### src/rtl/vend_pkg.sv
// Shared types and constants for the coin change dispenser.
package vend_pkg;

   typedef enum logic [2:0] {
      StIdle,
      StSelect,
      StEject,
      StRelease,
      StDone,
      StFault
   } state_e;

   localparam logic [2:0] Coin1Val = 3'd1;
   localparam logic [2:0] Coin2Val = 3'd2;
   localparam logic [2:0] Coin5Val = 3'd5;

   // eject_req encoding: bit2=5k, bit1=2k, bit0=1k
   localparam logic [2:0] Coin1Oh = 3'b001;
   localparam logic [2:0] Coin2Oh = 3'b010;
   localparam logic [2:0] Coin5Oh = 3'b100;

   localparam int unsigned AckTimeoutDefault = 8;

endpackage

### src/rtl/coin_select.sv
// Greedy coin picker: largest coin not above the remaining value that is still in stock.
module coin_select
   import vend_pkg::*;
(
   input  logic [3:0] remaining_i,
   input  logic [3:0] inv1_i,
   input  logic [3:0] inv2_i,
   input  logic [3:0] inv5_i,
   output logic [2:0] pick_o,
   output logic [2:0] value_o
);

   always_comb begin
      pick_o  = '0;
      value_o = '0;
      if (remaining_i >= {1'b0, Coin5Val} && inv5_i != 4'd0) begin
         pick_o  = Coin5Oh;
         value_o = Coin5Val;
      end else if (remaining_i >= {1'b0, Coin2Val} && inv2_i != 4'd0) begin
         pick_o  = Coin2Oh;
         value_o = Coin2Val;
      end else if (remaining_i >= {1'b0, Coin1Val} && inv1_i != 4'd0) begin
         pick_o  = Coin1Oh;
         value_o = Coin1Val;
      end
   end

endmodule

### src/rtl/coin_change_dispenser.sv
// Dispenses change coin by coin through an acknowledged eject mechanism, tracking
// per-type inventory and reporting any value that could not be paid out.
module coin_change_dispenser
   import vend_pkg::*;
#(
   parameter int unsigned ACK_TIMEOUT = AckTimeoutDefault
) (
   input  logic       clk_i,
   input  logic       rst_ni,
   input  logic       start_i,
   input  logic [3:0] amount_i,
   output logic       ready_o,
   output logic       done_o,
   output logic       short_o,
   output logic [3:0] shortfall_o,
   output logic [2:0] eject_req_o,
   input  logic       eject_ack_i,
   output logic       fault_o,
   input  logic       refill_i,
   input  logic [3:0] inv1_i,
   input  logic [3:0] inv2_i,
   input  logic [3:0] inv5_i,
   output logic [3:0] c1_o,
   output logic [3:0] c2_o,
   output logic [3:0] c5_o
);

   localparam int unsigned TimerW = $clog2(ACK_TIMEOUT + 1);
   localparam logic [TimerW-1:0] TimerLast = TimerW'(ACK_TIMEOUT - 1);

   state_e            state_q, state_d;
   logic [3:0]        remaining_q, remaining_d;
   logic [3:0]        inv1_q, inv1_d, inv2_q, inv2_d, inv5_q, inv5_d;
   logic [3:0]        c1_q, c1_d, c2_q, c2_d, c5_q, c5_d;
   logic [2:0]        pick_q, pick_d;
   logic [2:0]        val_q, val_d;
   logic [TimerW-1:0] timer_q, timer_d;

   logic [2:0]        sel_pick;
   logic [2:0]        sel_val;

   coin_select u_coin_select (
      .remaining_i (remaining_q),
      .inv1_i      (inv1_q),
      .inv2_i      (inv2_q),
      .inv5_i      (inv5_q),
      .pick_o      (sel_pick),
      .value_o     (sel_val)
   );

   always_comb begin
      state_d     = state_q;
      remaining_d = remaining_q;
      inv1_d      = inv1_q;
      inv2_d      = inv2_q;
      inv5_d      = inv5_q;
      c1_d        = c1_q;
      c2_d        = c2_q;
      c5_d        = c5_q;
      pick_d      = pick_q;
      val_d       = val_q;
      timer_d     = timer_q;

      unique case (state_q)
         StIdle: begin
            // refill takes priority and drops a coincident start
            if (refill_i) begin
               inv1_d = inv1_i;
               inv2_d = inv2_i;
               inv5_d = inv5_i;
            end else if (start_i) begin
               remaining_d = amount_i;
               c1_d        = '0;
               c2_d        = '0;
               c5_d        = '0;
               state_d     = StSelect;
            end
         end
         StSelect: begin
            if (remaining_q == 4'd0 || sel_pick == 3'b000) begin
               state_d = StDone;
            end else begin
               pick_d  = sel_pick;
               val_d   = sel_val;
               timer_d = '0;
               state_d = StEject;
            end
         end
         StEject: begin
            if (eject_ack_i) begin
               remaining_d = remaining_q - {1'b0, val_q};
               if (pick_q == Coin5Oh && inv5_q != 4'd0) begin
                  inv5_d = inv5_q - 4'd1;
                  c5_d   = c5_q + 4'd1;
               end else if (pick_q == Coin2Oh && inv2_q != 4'd0) begin
                  inv2_d = inv2_q - 4'd1;
                  c2_d   = c2_q + 4'd1;
               end else if (pick_q == Coin1Oh && inv1_q != 4'd0) begin
                  inv1_d = inv1_q - 4'd1;
                  c1_d   = c1_q + 4'd1;
               end
               state_d = StRelease;
            end else if (timer_q == TimerLast) begin
               state_d = StFault;
            end else begin
               timer_d = timer_q + 1'b1;
            end
         end
         StRelease: begin
            if (!eject_ack_i) begin
               state_d = StSelect;
            end
         end
         StDone: begin
            state_d = StIdle;
         end
         StFault: begin
            if (refill_i) begin
               inv1_d  = inv1_i;
               inv2_d  = inv2_i;
               inv5_d  = inv5_i;
               state_d = StIdle;
            end
         end
         default: state_d = StIdle;
      endcase
   end

   always_ff @(posedge clk_i or negedge rst_ni) begin
      if (!rst_ni) begin
         state_q     <= StIdle;
         remaining_q <= '0;
         inv1_q      <= '0;
         inv2_q      <= '0;
         inv5_q      <= '0;
         c1_q        <= '0;
         c2_q        <= '0;
         c5_q        <= '0;
         pick_q      <= '0;
         val_q       <= '0;
         timer_q     <= '0;
      end else begin
         state_q     <= state_d;
         remaining_q <= remaining_d;
         inv1_q      <= inv1_d;
         inv2_q      <= inv2_d;
         inv5_q      <= inv5_d;
         c1_q        <= c1_d;
         c2_q        <= c2_d;
         c5_q        <= c5_d;
         pick_q      <= pick_d;
         val_q       <= val_d;
         timer_q     <= timer_d;
      end
   end

   assign ready_o     = (state_q == StIdle);
   assign done_o      = (state_q == StDone);
   assign short_o     = done_o && (remaining_q != 4'd0);
   assign shortfall_o = done_o ? remaining_q : 4'd0;
   assign eject_req_o = (state_q == StEject) ? pick_q : 3'b000;
   assign fault_o     = (state_q == StFault);
   assign c1_o        = c1_q;
   assign c2_o        = c2_q;
   assign c5_o        = c5_q;

endmodule

### config.mk
export PLATFORM = sky130hd
export DESIGN_NAME = coin_change_dispenser
export DESIGN_NICKNAME = d
export VERILOG_FILES = /design/src/rtl/vend_pkg.sv /design/src/rtl/coin_select.sv /design/src/rtl/coin_change_dispenser.sv
export SDC_FILE = /design/constraint.sdc
export NUM_CORES = 1
export LEC_CHECK = 0
export ABC_AREA = 0
export BUFFER_PORTS_ARGS = -buffer_cell sky130_fd_sc_hd__buf_2
export CAP_MARGIN = 25
export CORE_ASPECT_RATIO = 1.4
export CORE_MARGIN = 10
export CORE_UTILIZATION = 51
export CTS_CLUSTER_DIAMETER = 40
export DETAILED_ROUTE_END_ITERATION = 8
export PLACE_DENSITY = 0.77
export REMOVE_ABC_BUFFERS = 1
export SKIP_CTS_REPAIR_TIMING = 1
export SLEW_MARGIN = 20
export SYNTH_ARGS = -nofsm -noshare
export SYNTH_HDL_FRONTEND = slang
export SYNTH_HIERARCHICAL = 1
export SYNTH_SLANG_ARGS = --single-unit
### constraint.sdc
create_clock -name clk_i -period 2.22 [get_ports clk_i]
set_input_delay 0 -clock clk_i [delete_from_list [all_inputs] [get_ports clk_i]]
set_output_delay 0 -clock clk_i [all_outputs]
set_load 0.01 [all_outputs]
# Yosys cells after proc, flatten, opt, wreduce, memory -nomap -nowiden
# Cells that the tools add are included.
# totals
regBits	41
inputBits	21
output_inout_bits	23
word_cells	127
# classes
n_addsub	8
magnitude_cmp	3
eq_ne	24
muxes	51
bitwise	1
n_reduce_logical	29
# ops
cell	count
$mux W4	30
$pmux W4 S2	8
$mux W3	11
$ne A2 B2 Y1 const B	12
$add A4 B1 Y4 const B	4
$reduce_bool A4 Y1	4
$pmux W3 S5	1
$reduce_and A5 Y1	3
$reduce_and A4 Y1	3
$reduce_and A6 Y1	2
$sub A4 B1 Y4 const B	3
$eq A3 B2 Y1 const B	3
$eq A3 B3 Y1 const B	3
$logic_and A1 B1 Y1	7
$reduce_and A7 Y1	1
$eq A3 B1 Y1 const B	2
$logic_not A3 Y1	2
$reduce_bool A2 Y1	3
$eq A4 B3 Y1 const B	1
$ge A4 B1 Y1 const B	1
$ge A4 B2 Y1 const B	1
$ge A4 B3 Y1 const B	1
$logic_not A4 Y1	1
$ne A2 B1 Y1 const B	2
other kinds (7)	7

# Depth between registers and ports, before layout
# Gate-level depths: netlist (run 1).
# depth
depth_word	9
depth_mapped	9
mapped_depth_nobuf	8

# Hierarchy
# Netlist (run 1), hierarchy kept.
# by_module_without_submodules
mod	instances	cells_each	area_per_inst_um2	seq_area_each_um2
coin_change_dispenser	1	269	2438.6	1026.0
coin_select	1	14	92.6	0.0

# Worst setup path after synthesis (run 1)
# Ideal clock, no wire load.
# synth_timing
kind	register to register
start	register inv5_q[1]
end	register pick_q[1]
setup_time_ps	125
arrival_ps	2070
required_ps	2095
setup_slack_ps	25
path_stages_with_launch	8
n_path_buf	1
period_less_slack_ps	2195
cell_sequence	dfrtp_1 > nor4_1 > a21oi_1 > nor3_1 > nor3_1 > nor4_2 > buf_2 > mux2_2
# synth_via
elab_chain_len	7
# synth_lines
item	line	text
start, declared	coin_change_dispenser.sv:33	logic [3:0] inv1_q, inv1_d, inv2_q, inv2_d, inv5_q, inv5_d;
start signal, assigned	coin_change_dispenser.sv:147	inv5_q <= inv5_d;
$reduce_bool A4 Y1	coin_select.sv:16	if (remaining_i >= {1'b0, Coin5Val} && inv5_i != 4'd0) begin
$logic_and A1 B1 Y1	coin_select.sv:16	
$mux W3	coin_select.sv:16	
named net sel_pick[2]	coin_change_dispenser.sv:39	logic [2:0] sel_pick;
$logic_not A3 Y1	coin_change_dispenser.sv:80	if (remaining_q == 4'd0 || sel_pick == 3'b000) begin
$logic_or A1 B1 Y1	coin_change_dispenser.sv:80	
$not A1 Y1 (no source line)	-	
$reduce_and A2 Y1 (no source line)	-	
end signal, assigned	coin_change_dispenser.sv:151	pick_q <= pick_d;
end, declared	coin_change_dispenser.sv:35	logic [2:0] pick_q, pick_d;
# The timed path passes the listed nets, and every way through them passes these cells.
# A chain may end at the register's enable or synchronous reset.

# Worst setup path after layout (run 1)
# layout_timing
start	register inv5_q[2]
end	register pick_q[2]
# layout_via
elab_chain_len	7
# layout_lines
item	line
$reduce_bool A4 Y1 (*)	coin_select.sv:16
$logic_and A1 B1 Y1 (*)	coin_select.sv:16
$mux W3 (*)	coin_select.sv:16
named net sel_pick[2]	coin_change_dispenser.sv:39
$logic_not A3 Y1	coin_change_dispenser.sv:80
$logic_or A1 B1 Y1	coin_change_dispenser.sv:80
$not A1 Y1 (no source line)	-
$reduce_and A2 Y1 (no source line)	-
# The timed path passes the listed nets; every way through them passes the cells marked *.

==> results of run 1 <==
==> power by group through the flow <==
stage / clock [mW] / combinational [mW] / sequential [mW]
6_report: 0.720 / 2.41 / 1.33
5_1_grt: 0.754 / 2.72 / 1.37
4_1_cts: 0.731 / 2.35 / 1.30
3_5_place_dp: 0 / 2.32 / 1.31
3_3_place_gp: 0 / 2.25 / 1.29
2_1_floorplan: 0 / 1.51 / 1.30
==> tightest hold or removal path, stage by stage <==
cell	delay, ns
buf_2	0.08
a211oi_1	0.05
a21oi_1	0.11
==> per-layer routing <==
layer / vias to the layer above / wire length, um
li1: 1145 / -
met1: 1118 / 2649
met2: 91 / 3358
met3: 19 / 383
met4: 0 / 249
met5: - / 0
==> synthesized netlist by cell type (all sizes together) (3+ instances only) <==
cell / number
a21oi: 25
clkbuf: 4
a31oi: 3
o21ai: 36
nor4: 4
or2: 3
buf: 6
o211ai: 4
and3: 5
and2: 3
a21o: 3
ha: 10
nor2: 29
nand2b: 4
a32o: 3
nor3b: 9
nor3: 11
a211oi: 4
mux2: 5
inv: 17
dfrtp: 41
nand2: 20
or3: 5
or3b: 3
nand4: 3
==> flip-flops by register name, summed over array words and instances, names as in the netlist, 4 cells and up <==
name and cells:
c1_o 4, inv5_q 4, inv1_q 4, inv2_q 4, c5_o 4, remaining_q 4, timer_q 4, c2_o 4
==> how the worst min path moves through the flow <==
stage                      to  slack [ns]   startpoint  depth (start not counted)
6_report       remaining_q[0]       -0.02  amount_i[0]                          3
5_1_grt             inv1_q[3]       0.005    inv1_i[3]                          3
4_1_cts               c1_o[3]       -0.14       rst_ni                          1
3_5_place_dp          c2_o[3]        0.19       rst_ni                          1
3_3_place_gp          c2_o[3]        0.19       rst_ni                          1
2_1_floorplan         c1_o[0]       -0.30       rst_ni                          0
==> cell families (layout without fill, tap and decap cells) <==
logic type / Yosys count / in the layout / share of synthesized area (%)
and+or+nand+nor: 109 / 109 / 24.67
AOI/OAI and AO/OA: 86 / 86 / 20.86
buffers and inverters: 27 / 91 / 4.597
muxes: 5 / 5 / 2.224
xor gates and xnor gates: 4 / 4 / 1.384
DFF: 41 / 41 / 40.53
adders and majority gates: 11 / 11 / 5.734
==> final cells by class <==
cell class / instances / area, um^2
fillers: 383 / 1693
multi-input cells: 215 / 1438
flip-flops and latches: 41 / 1026
repair buffers: 66 / 407.9
well taps: 64 / 80.08
clock buffers: 5 / 68.82
clock inverters: 3 / 65.06
inverters: 17 / 63.81
==> flow_summary.yaml, run 1 <==
run_status:
  status: "finished, violations left"
  violations: "hold timing"
setup_path:
  start_kind: "flop"
  rr_startpoint: "inv5_q[2]"
  crit_cells: 8
  critPathTopFamily: "simple AND/OR/NAND/NOR gates"
  crit_arrival_ns: 2.33
  crit_required_ns: 2.41
  rrSetupSlack_ns: 0.09
  cpMaxStageDelayCell: "dfrtp_1"
  worstSetupStartpoint: "inv5_q[2]"
  endpoint: "pick_q[2]"
  critPathBufInv: 2
  crit_type: "flop to flop"
  cp_common_cell: "buf_4"
  critical_path.endpoint_type: "flop"
  max_stage_delay_ns: 0.42
  crit_fanout: 7
  rr_endpoint: "pick_q[2]"
  path_cells: "nor4_4, a21oi_2, buf_4, nor2_2, nor3_2, nor4_2, buf_4, mux2_2"
  rr_worst_depth: 8
floorplan:
  fp.dieH_um: 103.4
  core_area_um2: 4842
  start_util_pct: 52.27
  dieArea_um2: 8221
  die_w_um: 79.54
  io-pin-count: 44
  rows: 30
finish:
  final_area_um2: 3149
  layout_commonest_cell: "buf_2"
  drive_above_1_share_pct: 28.53
  fin_cells: 411
  fin_util_pct: 65.04
  syn_to_final_growth_pct: 24.42
  final_cell_mix: "buf_2 (43), dfrtp_1 (41), o21ai_0 (34)"
  diodes: 0
  nets: 378
timing:
  timing.final.crit_share_pct: 96.11
  holdWs_ns: -0.02303
  max_freq_ghz: 0.4687
  setup-tns-final_ns: 0
  fin_crit_ns: 2.134
  tightest_slew_ns: 0.4732
  final-max-slew-violation-count: 0
  slew_headroom_pct: 68.37
  hold_viol_final: 5
  skew_ns: 0.009920
  setup_ws_ns: 0.08641
  final-setup-viol-count: 0
synthesis:
  ys_warn_count: 6
  synthCells: 283
  async_flop_share_pct: 100.0
  synth_ff_type: "dfrtp_1"
  synthesis.area_um2: 2531
  synth-edff-count: 0
  synth.top_cell.area_share_pct: 40.53
  yosys-top-cells-area: "dfrtp_1 (41%), o21ai_0 (6.9%), ha_1 (4.9%)"
  synth_cell_types: 51
  yosysTopAreaCell: "dfrtp_1"
  synth_seq_cells: 41
  synth-seq-area-share_pct: 40.53
  avgSynthCellArea_um2: 8.944
flow_run:
  max_cap_violations: 0
pwr:
  switching_share_pct: 44.04
  pwr-share-comb_pct: 54.0
  p_leak_nw: 1.492
  p_int_mw: 2.497
  pwr-share-seq_pct: 29.8
  ir_drop_mv: 0.6794
  power_density_nw_per_um2: 1417
  netSwitchingPower_mw: 1.965
  pwr-share-clk_pct: 16.1
  totalPowerFinal_mw: 4.462
global_routing:
  grt.busiest_layer: "met2"
  grt_pass1_vias: 2418
  grt_pass1_wl_um: 11100
  grtUsageMet1_pct: 18.11
  grt_max_degree: 42
  grtUsageMet3_pct: 3.374
  grt_usage_pct: 16.74
  use_met2_pct: 29.65
  antenna_found_initial: 0
  grt_overflow_total: 0
cts:
  htreeDepth: 2
  clock_latency_ns: 0.30
  cts_tree: "yes"
  cts_buffers: 5
  root_buffer: "clkbuf_8"
  clock-sinks: 41
  cts_max_path_buffers: 2
  clk_pin_slew_ns: 0.09
drt:
  routedWlPerCell_um: 16.16
  drc: 0
  firstDrtPassIters: 5
  detail_route.iter0.violations: 143
  drtAntennaViolNets: 0
  routed_wirelength_um: 6640
  via_per_inst: 5.774
  vias: 2373
placement:
  port_buffers: 43
  place_ws_ns: 0.001228
  place_inst: 399
  place.gp.congestion: 0.8795
  place_hpwl_um: 4853
  placed_area_um2: 2917
hold_path:
  hold_class: "input port to flop"
(Power assumes the default switching activity.)
==> run 2: changes to the inputs <==
- CORE_MARGIN: 10 -> 4
==> run 2 against run 1 <==
Net effect: the flow still finishes with violations (hold timing); core utilization fell by 1.2 points; sequential share of layout area is 0.62 points higher; sequential power about the same; highest routed layer unchanged; non-clock buffer count fell by 1.
==> flow_summary.yaml, run 2 (same netlist as run 1, synthesis figures left out) <==
finish:
  multi_input_area_um2: 1431
  final_cell_mix: "buf_2 (43), dfrtp_1 (41), o21ai_0 (35)"
  drive_above_1_share_pct: 28.32
  layout_commonest_cell: "buf_2"
  diodes: 0
  nets: 377
  fillers: 401
  seqCellArea_um2: 1026
  fin_util_pct: 63.82
  syn_to_final_growth_pct: 22.10
  final_area_um2: 3090
setup_path:
  path_cells: "nor4_4, a21oi_2, buf_4, nor2_2, nor3_2, nor4_2, buf_4, mux2_2"
  crit_required_ns: 2.41
  max_stage_delay_ns: 0.42
  crit_arrival_ns: 2.31
  crit_type: "flop to flop"
  cp_common_cell: "buf_4"
  start_kind: "flop"
  critPathTopFamily: "simple AND/OR/NAND/NOR gates"
  crit_fanout: 5
  critPathBufInv: 2
  cpMaxStageDelayCell: "dfrtp_1"
  critical_path.endpoint_type: "flop"
floorplan:
  die_w_um: 67.54
  io-pin-count: 44
  core_area_um2: 4842
  rows: 30
  fp.dieH_um: 91.36
  start_util_pct: 52.27
  dieArea_um2: 6170
placement:
  place.gp.congestion: 0.8762
  placed_area_um2: 2917
  port_buffers: 43
  place_hpwl_um: 4680
timing:
  slew_headroom_pct: 69.17
  grt_setup_unrepaired: "no"
  final-max-slew-violation-count: 0
  holdWs_ns: -0.02689
  timing.final.crit_share_pct: 95.87
  tightest_slew_ns: 0.4613
  fin_crit_ns: 2.128
  max_freq_ghz: 0.4698
  skew_ns: 0.005785
  hold_viol_final: 11
  final-setup-viol-count: 0
run_status:
  violations: "hold timing"
  status: "finished, violations left"
cts:
  clk_pin_slew_ns: 0.09
  htreeDepth: 2
  clock-sinks: 41
  clock_latency_ns: 0.30
  cts_max_path_buffers: 2
  root_buffer: "clkbuf_8"
  cts_buffers: 5
  cts_tree: "yes"
drt:
  routedWlPerCell_um: 15.57
  vias: 2376
  drc: 0
  drtAntennaViolNets: 0
  via_per_inst: 5.795
  detail_route.iter0.violations: 146
  routed_wirelength_um: 6384
  firstDrtPassIters: 5
flow_run:
  max_cap_violations: 0
pwr:
  totalPowerFinal_mw: 4.245
  power_density_nw_per_um2: 1373
  ir_drop_mv: 0.6914
  p_leak_nw: 1.456
global_routing:
  grt_usage_pct: 22.13
  grt_overflow_total: 0
  antenna_found_initial: 0
  grt_max_degree: 42
  grt_pass1_wl_um: 10630
  grt_pass1_vias: 2320
hold_path:
  hold_class: "input port to flop"
## run 2: cell count changes in the layout (fill, tap and decap cells not counted)
cell,delta
clkinv_2,-1
bufinv_16,-2
nor4_1,+1
o21ai_0,+1
o21ai_1,-1
nor4_2,-1
dlygate4sd3_1,-1
clkinvlp_4,+3
## run 2: worst reg2reg max path: stages, from the launching register on
cell	delay (ns)
dfrtp_1	0.42
nor4_4	0.33
a21oi_2	0.08
buf_4	0.17
nor2_2	0.14
nor3_2	0.07
nor4_2	0.30
buf_4	0.19
mux2_2	0.32
## run 2: area by class of cell
| cell class | count | area share (%) |
|---|---|---|
| clock buffers | 5 | 2.227 |
| clock inverters | 3 | 0.7287 |
| inverters | 17 | 2.065 |
| multi-input cells | 215 | 46.32 |
| flip-flops and latches | 41 | 33.20 |
| well taps | 64 | 2.591 |
| repair buffers | 65 | 12.87 |
## run 2: metal layers
layer | global-route usage, % | up-vias | wire [um]
met3 | 3.094 | 10 | 280
met2 | 36.80 | 66 | 3213
met5 | 0 | - | 0
met1 | 27.71 | 1141 | 2746
li1 | - | 1159 | -
met4 | 9.645 | 0 | 142
## run 2: final timing paths
path | endpoint | cells after the start | slack [ns] | startpoint
setup / recovery | pick_q[0] | 8 | 0.09 | inv5_q[1]
max in group asynchronous | inv5_q[3] | 3 | 1.64 | rst_ni
min in group asynchronous | c2_o[0] | 2 | 0.11 | rst_ni
setup reg to reg | pick_q[0] | 8 | 0.09 | inv5_q[1]
hold reg to reg | c2_o[2] | 1 | 0.51 | c2_o[2]
hold / removal | inv2_q[1] | 3 | -0.03 | inv2_i[1]
## run 2: per-stage QoR
| stage | instances | TNS, ns | worst slack, ns |
|---|---|---|---|
| floorplan | 273 | -0.5272 | -0.1268 |
| global placement | 399 | 0 | 0.1493 |
| finish | 410 | 0 | 0.09163 |
| global route | 410 | 0 | 0.01423 |
| CTS | 407 | 0 | 0.03031 |
| detailed placement | 399 | 0 | 0.05138 |
## run 2: report_power, final
group	internal, mW	switching (mW)	total (mW)
combinational	1.04	1.38	2.41
sequential	1.01	0.313	1.33
clock	0.221	0.284	0.505
total	2.27	1.97	4.24
